`config.mk`:
```
export PLATFORM = sky130hd
export DESIGN_NAME = motion_datapath_flat
export DESIGN_NICKNAME = d
export VERILOG_FILES = /design/src/rtl/motion_pkg.sv /design/src/rtl/motion_datapath_if.sv /design/src/rtl/motion_datapath_rate_divider.sv /design/src/rtl/motion_datapath.sv /design/src/flat_wrapper.sv
export SDC_FILE = /design/constraint.sdc
export NUM_CORES = 1
export LEC_CHECK = 0
export ABC_AREA = 1
export ABC_CLOCK_PERIOD_IN_PS = 2350
export CAP_MARGIN = 20
export CORE_ASPECT_RATIO = 0.5
export CORE_UTILIZATION = 45
export DETAILED_ROUTE_END_ITERATION = 10
export GPL_ROUTABILITY_DRIVEN = 0
export PLACE_DENSITY_LB_ADDON = 0.12
export REMOVE_ABC_BUFFERS = 1
export SYNTH_ARGS = -nofsm -noshare
export SYNTH_HDL_FRONTEND = slang
export SYNTH_HIERARCHICAL = 1
export SYNTH_SLANG_ARGS = --single-unit
```
`constraint.sdc`:
```
create_clock -name clk -period 2.35 [get_ports clk]
set_input_delay 0.47 -clock clk [delete_from_list [all_inputs] [get_ports clk]]
set_output_delay 0.47 -clock clk [all_outputs]
set_load 0.03 [all_outputs]
```
`src/rtl/motion_pkg.sv`:
```
// Shared types and widths for the motion datapath.
package motion_pkg;
  localparam int X_W   = 8;
  localparam int DIV_W = 20;

  typedef enum logic [1:0] {
    S_IDLE = 2'd0,
    S_RUN  = 2'd1,
    S_DONE = 2'd2
  } state_t;
endpackage

```
`src/rtl/motion_datapath_if.sv`:
```
// Controller <-> motion datapath bus; the datapath uses the slave modport.
interface motion_datapath_if;
  import motion_pkg::*;

  logic             start;
  logic             move;
  logic [X_W-1:0]   x_init;
  logic [X_W-1:0]   x_limit;
  logic             dir;
  logic [DIV_W-1:0] rate;
  logic [X_W-1:0]   x;
  logic             stop;
  logic             busy;

  modport master (
    output start, move, x_init, x_limit, dir, rate,
    input  x, stop, busy
  );

  modport slave (
    input  start, move, x_init, x_limit, dir, rate,
    output x, stop, busy
  );
endinterface

```
`src/rtl/motion_datapath_rate_divider.sv`:
```
// Down-counting step divider: tick while the count is zero, reload on a ticking enable.
module rate_divider
  import motion_pkg::*;
(
  input  logic             clk,
  input  logic             reset,
  input  logic             load,
  input  logic             enable,
  input  logic [DIV_W-1:0] rate,
  output logic             tick
);
  logic [DIV_W-1:0] cnt;

  always_ff @(posedge clk or posedge reset) begin
    if (reset)
      cnt <= '0;
    else if (load)
      cnt <= rate;
    else if (enable)
      cnt <= (cnt == '0) ? rate : cnt - 1'b1;
  end

  assign tick = (cnt == '0);
endmodule

```
`src/rtl/motion_datapath.sv`:
```
// Position FSM: loads on start, steps x at the divided rate while moving, pulses stop at the limit.
module motion_datapath
  import motion_pkg::*;
(
  input  logic               clk,
  input  logic               reset,
  motion_datapath_if.slave   bus
);
  state_t         state, state_nxt;
  logic [X_W-1:0] x_q, x_nxt;
  logic           stop_q, stop_nxt;
  logic           busy_q;
  logic           div_load, div_en, div_tick;

  rate_divider u_div (
    .clk    (clk),
    .reset  (reset),
    .load   (div_load),
    .enable (div_en),
    .rate   (bus.rate),
    .tick   (div_tick)
  );

  always_comb begin
    state_nxt = state;
    x_nxt     = x_q;
    stop_nxt  = 1'b0;
    div_load  = 1'b0;
    div_en    = 1'b0;
    if (bus.start) begin
      state_nxt = S_RUN;
      x_nxt     = bus.x_init;
      div_load  = 1'b1;
    end else begin
      case (state)
        S_RUN: begin
          if (bus.move) begin
            // Limit check comes before stepping so x never overshoots the target.
            if (x_q == bus.x_limit) begin
              stop_nxt  = 1'b1;
              state_nxt = S_DONE;
            end else begin
              div_en = 1'b1;
              if (div_tick)
                x_nxt = bus.dir ? x_q + 1'b1 : x_q - 1'b1;
            end
          end
        end
        default: ;
      endcase
    end
  end

  always_ff @(posedge clk or posedge reset) begin
    if (reset) begin
      state  <= S_IDLE;
      x_q    <= '0;
      stop_q <= 1'b0;
      busy_q <= 1'b0;
    end else begin
      state  <= state_nxt;
      x_q    <= x_nxt;
      stop_q <= stop_nxt;
      busy_q <= (state_nxt == S_RUN);
    end
  end

  assign bus.x    = x_q;
  assign bus.stop = stop_q;
  assign bus.busy = busy_q;
endmodule

```
`src/flat_wrapper.sv`:
```
// flat-port wrapper written by rule: the top's interface ports become plain ports
module motion_datapath_flat import motion_pkg::*;
  (clk, reset, bus_start, bus_move, bus_x_init, bus_x_limit, bus_dir, bus_rate, bus_x, bus_stop, bus_busy);
  motion_datapath_if bus_i ();
  input  logic clk;
  input  logic reset;
  input wire logic [$bits(bus_i.start)-1:0] bus_start;
  input wire logic [$bits(bus_i.move)-1:0] bus_move;
  input wire logic [$bits(bus_i.x_init)-1:0] bus_x_init;
  input wire logic [$bits(bus_i.x_limit)-1:0] bus_x_limit;
  input wire logic [$bits(bus_i.dir)-1:0] bus_dir;
  input wire logic [$bits(bus_i.rate)-1:0] bus_rate;
  output wire logic [$bits(bus_i.x)-1:0] bus_x;
  output wire logic [$bits(bus_i.stop)-1:0] bus_stop;
  output wire logic [$bits(bus_i.busy)-1:0] bus_busy;
  assign bus_i.start = bus_start;
  assign bus_i.move = bus_move;
  assign bus_i.x_init = bus_x_init;
  assign bus_i.x_limit = bus_x_limit;
  assign bus_i.dir = bus_dir;
  assign bus_i.rate = bus_rate;
  assign bus_x = bus_i.x;
  assign bus_stop = bus_i.stop;
  assign bus_busy = bus_i.busy;
  motion_datapath u_core (.clk(clk), .reset(reset), .bus(bus_i));
endmodule
```
* After elaboration in Yosys (flattened, before gate mapping)
Cells that the tools add are included.
** Storage, ports and cells
- Register bits :: 32
- Input port bits :: 41
- Output and inout bits :: 10
- Logic and storage cells :: 40
** Operators by class
- Add/sub/neg operators :: 3
- Equal/unequal tests :: 4
- Multiplexer cells :: 22
- Reduce and logical (&&, ||, !) cells :: 6
** Operators by type and width (number)
- $mux W20 :: 3
- $mux W8 :: 6
- $logic_not A20 Y1 :: 1
- $sub A20 B1 Y20 const B :: 1
- $mux W1 :: 9
- $add A8 B1 Y8 const B :: 1
- $eq A8 B8 Y1 :: 1
- $mux W2 :: 4
- $reduce_bool A2 Y1 :: 4
- $sub A8 B1 Y8 const B :: 1
- $eq A2 B1 Y1 const B :: 2
- $reduce_and A4 Y1 :: 1
- $ne A2 B2 Y1 const B :: 1

* Longest topological paths before layout
- Word-level depth :: 7
- Gate-level depth with buffers :: 13
- Mapped depth without buffers :: 12

* By module
Netlist, hierarchy kept.
** Modules (own cells, without submodules)
- rate_divider :: times used 1, cells an instance 285, area each 1661.6 µm², seq. area each 500.5 µm²
- motion_datapath :: times used 1, cells an instance 150, area each 1028.5 µm², seq. area each 300.3 µm²

* Worst setup path after synthesis
Ideal clock, no wire load.
- Kind :: register to register
- Start :: reg u_core.x_q[0], in the netlist u_core/bus.x[0]
- End :: reg u_core.u_div.cnt[10]
- Setup time :: 0.117 ns
- Arrival time :: 1.818 ns
- Data required time :: 2.233 ns
- Slack :: 0.414 ns
- Cell stages (with the launch flop) :: 10
- Buffers on the path :: 1
- Period minus slack after synthesis :: 1.936 ns
- Path through :: dfrtp_1 > xnor2_1 > nand2_1 > nor2_4 > a21oi_1 > nor2_1 > clkinv_1 > buf_4 > nand3_1 > nand2_1
** On the way
- Word-level cells in the longest chain between the ends :: 6
** RTL lines
- start: declaration :: RTL line motion_datapath.sv:10 : logic [X_W-1:0] x_q, x_nxt;
- start signal: assignment :: RTL line motion_datapath.sv:62 : x_q <= x_nxt;
- $eq A8 B8 Y1 :: RTL line motion_datapath.sv:39 : if (x_q == bus.x_limit) begin
- $mux W1 :: RTL line motion_datapath.sv:39
- $mux W1 :: RTL line motion_datapath.sv:37 : if (bus.move) begin
- $mux W1 :: RTL line motion_datapath.sv:35 : case (state)
- $mux W1 :: RTL line motion_datapath.sv:30 : if (bus.start) begin
- named net u_core.div_en :: RTL line motion_datapath.sv:13 : logic div_load, div_en, div_tick;
- $reduce_bool A2 Y1 (no line)
- end signal: assignment :: RTL line motion_datapath_rate_divider.sv:18 : cnt <= rate;
- end signal: assignment :: RTL line motion_datapath_rate_divider.sv:20 : cnt <= (cnt == '0) ? rate : cnt - 1'b1;
- end: declaration :: RTL line motion_datapath_rate_divider.sv:12 : logic [DIV_W-1:0] cnt;
The timed path passes the listed nets, and every way through them passes these cells.
A chain may end at the register's enable or synchronous reset.

* Worst setup path after layout
- Start :: in bus_dir
- End :: reg u_core.x_q[7], in the netlist u_core/bus.x[7]
** On the way
- Word-level cells in the longest chain between the ends :: 6
** RTL lines
- start: declaration :: RTL line flat_wrapper.sv:11 : input wire logic [$bits(bus_i.dir)-1:0] bus_dir;
- $mux W8 :: RTL line motion_datapath.sv:45 : x_nxt = bus.dir ? x_q + 1'b1 : x_q - 1'b1;
- $mux W8 :: RTL line motion_datapath.sv:44 : if (div_tick)
- $mux W8 :: RTL line motion_datapath.sv:39
- $mux W8 :: RTL line motion_datapath.sv:37
- $mux W8 :: RTL line motion_datapath.sv:35
- $mux W8 :: RTL line motion_datapath.sv:30
No other way between the ends. The select of a mux whose other input is x is not followed.

==> run_results.csv <==
group,metric,value,unit
clocking,root_buffer,"clkbuf_16",
logic_synthesis,syn_inst,435,
detailed_routing,drc_errors,14,
clocking,max-clock-path-buffers,2,
detailed_routing,route.top_layer_used,"met4",
clocking,tritoncts,"yes",
sta,setup_violations,0,
setup_path,arrival,2180,ps
clocking,postCtsHoldBufs,0,
setup_path,path_max_fanout,7,
floorplanning,num_io_pins,51,
detailed_routing,drt_iter0_markers,158,
place,portBuffers,50,
global_route,grt_pass1_vias,2433,
job,cap_violations,0,
sta,slew_headroom,0.681,
detailed_routing,dr_total_vias,2659,
floorplanning,start_util,0.479,
sta,drv_slew,0,
worst_hold_path,hold_path.class,"flop to flop",
sta,grt_setup_unrepaired,"no",
cells_and_area,fin_nets,541,
logic_synthesis,ys.flop_type,"dfrtp_1",
setup_path,startpoint_type,"input pin",
clocking,cts_made_buffers,5,
global_route,antenna_found_initial,0,
clocking,clkSlewWorstSetupHoldPaths,50,ps
detailed_routing,dr.pass1.iters,7,
floorplanning,core_area,5610,um2
detailed_routing,met2WireLength,2550,um
detailed_routing,wl_met1,3160,um
detailed_routing,wire_per_inst,10.8,um
place,placed_cell_area,3300,um2
logic_synthesis,synth_edf_count,0,
setup_path,required,2510,ps
detailed_routing,met3_length,314,um
logic_synthesis,ys_seq_area_frac,0.298,
pwr,ir_drop,0.281,mV
clocking,clock-sinks,32,
floorplanning,die_x,111,um
floorplanning,rows,19,
cells_and_area,area_growth,27.6,%
sta,final_hold_viol_count,0,
detailed_routing,wirelength,6090,um
setup_path,endpoint_kind,"flop",
global_route,grt_first_pass_wirelength,10800,um
place,dpl.hpwl,4500,um
cells_and_area,drive_above_1_share,0.0611,
detailed_routing,viasPerCell,4.71,
pwr,finalPower,2.13,mW
setup_path,path_class,"input pin to flop",
clocking,cts_setup_buffers,0,
cells_and_area,multiInputGateArea,1590,um2
logic_synthesis,synth.avg_cell_area,6.18,um2
status,outcome,"finished, violations left",
global_route,grt_max_degree,23,
clocking,clk_latency,270,ps
clocking,htreeDepth,2,
sta,worstMarginPinSlew,478,ps
pwr,power.density,620,nW/um2
floorplanning,die_area,6310,um2
pwr,p_leak,1.83,nW
floorplanning,die_y,56.7,um
sta,fin_worst_skew,4.87,ps
sta,fin_crit_sh,0.860,
status,failed_checks,"design-rule violations",
logic_synthesis,synthArstFlopShare,1.00,
cells_and_area,regArea,801,um2
detailed_routing,ant_nets,0,
sta,fmax,495,MHz
logic_synthesis,ys_ff_latch,32,
logic_synthesis,netlist_area,2690,um2
cells_and_area,fillers,566,
global_route,grt_overflow_total,0,
global_route,track_usage,0.215,
cells_and_area,final_cell_area,3430,um2
logic_synthesis,yosysWarnings,6,
sta,fin_crit,2020,ps
clocking,postCtsResizedCells,0,
cells_and_area,diodes,0,
logic_synthesis,synth_cell_types,29,
==> routing by layer <==
metal  global-route usage  up-vias
li1                     -     1438
met1                0.297     1154
met2                0.341       60
met3               0.0389        7
met4               0.0753        0
met5                    0        -
==> logic make-up (layout without fill, tap and decap cells) <==
logic type / count (synthesis) / count (layout) / share of synthesized area
buffers and inverters: 73 / 129 / 0.110
xor gates and xnor gates: 15 / 15 / 0.0488
AOI/OAI and AO/OA: 13 / 13 / 0.0251
adders and majority gates: 9 / 9 / 0.0447
DFF: 32 / 32 / 0.298
and+or+nand+nor: 293 / 293 / 0.474
==> through the flow <==
step           TNS [ps]  hold slack [ps]  setup slack, ps  instances  utilization
6_report              0              475              329        564        0.612
5_1_grt               0              512              155        564        0.612
4_1_cts               0              481              335        564        0.612
3_5_place_dp          0              473             55.9        557        0.588
3_3_place_gp          0              480             76.3        557        0.588
2_1_floorplan     -7330              335             -409        427            -
==> layout by cell type, fill, tap and decap left out, drive strengths merged <==
master	count
nand4	3
dfrtp	32
nand2	187
clkdlybuf4s50	50
a21oi	6
buf	7
o21bai	1
nand3b	4
or2	2
nor2	42
nand3	54
xor2	7
clkbuf	6
fa	1
clkinv	3
xnor2	8
o21ai	6
inv	63
and3	1
ha	8
==> power breakdown <==
group          leakage, nW  total [mW]  switching, mW  internal (mW)
combinational         1.38       0.777          0.438          0.339
clock               0.0667       0.608          0.223          0.384
sequential           0.382       0.742          0.110          0.632
total                 1.83        2.13          0.771           1.36
==> critical path: stages <==
cell	delay, ps
clkdlybuf4s50_1	490
inv_1	160
ha_1	370
or2_1	260
nand3_1	120
nand3_1	80
nand3_1	90
nand2_1	50
nand2_1	50
nand2_1	40
==> synthesized netlist by cell type, drive strengths merged (2+ instances only) <==
cell	number	area, um2
inv	63	239
xnor2	8	70.1
xor2	7	61.3
clkinv	2	7.51
nand3b	4	30.0
nor2	42	185
buf	4	33.8
nand3	54	275
nand2	187	746
dfrtp	32	801
clkbuf	4	15.0
a21oi	6	30.0
or2	2	12.5
ha	8	100
o21ai	6	30.0
nand4	3	18.8
==> cell type report <==
| cell class | instances | area share |
|---|---|---|
| multi-input combinational | 330 | 0.464 |
| inverter | 65 | 0.0718 |
| timing repair buffer | 57 | 0.165 |
| clock buffer | 6 | 0.0376 |
| tap | 73 | 0.0266 |
| clock inverter | 1 | 0.00146 |
| sequential | 32 | 0.233 |
==> sequential cells by signal (all words and copies together) (netlist names) <==
name,cells
u_core/bus.x,8
u_core/state,2
u_core/bus.busy,1
u_core/u_div/cnt,20
u_core/bus.stop,1
==> final timing paths <==
path	startpoint	to	slack [ps]	depth (start not counted)
setup / recovery	bus_dir	u_core/bus.x[7]	330	10
hold / removal	u_core/state[1]	u_core/bus.busy	480	1
setup reg to reg	u_core/u_div/cnt[0]	u_core/u_div/cnt[19]	570	12
hold reg to reg	u_core/state[1]	u_core/bus.busy	480	1
max in group asynchronous	reset	u_core/bus.busy	1480	2
min in group asynchronous	reset	u_core/bus.x[0]	540	2
No activity file was read; power rests on OpenSTA's default activity.
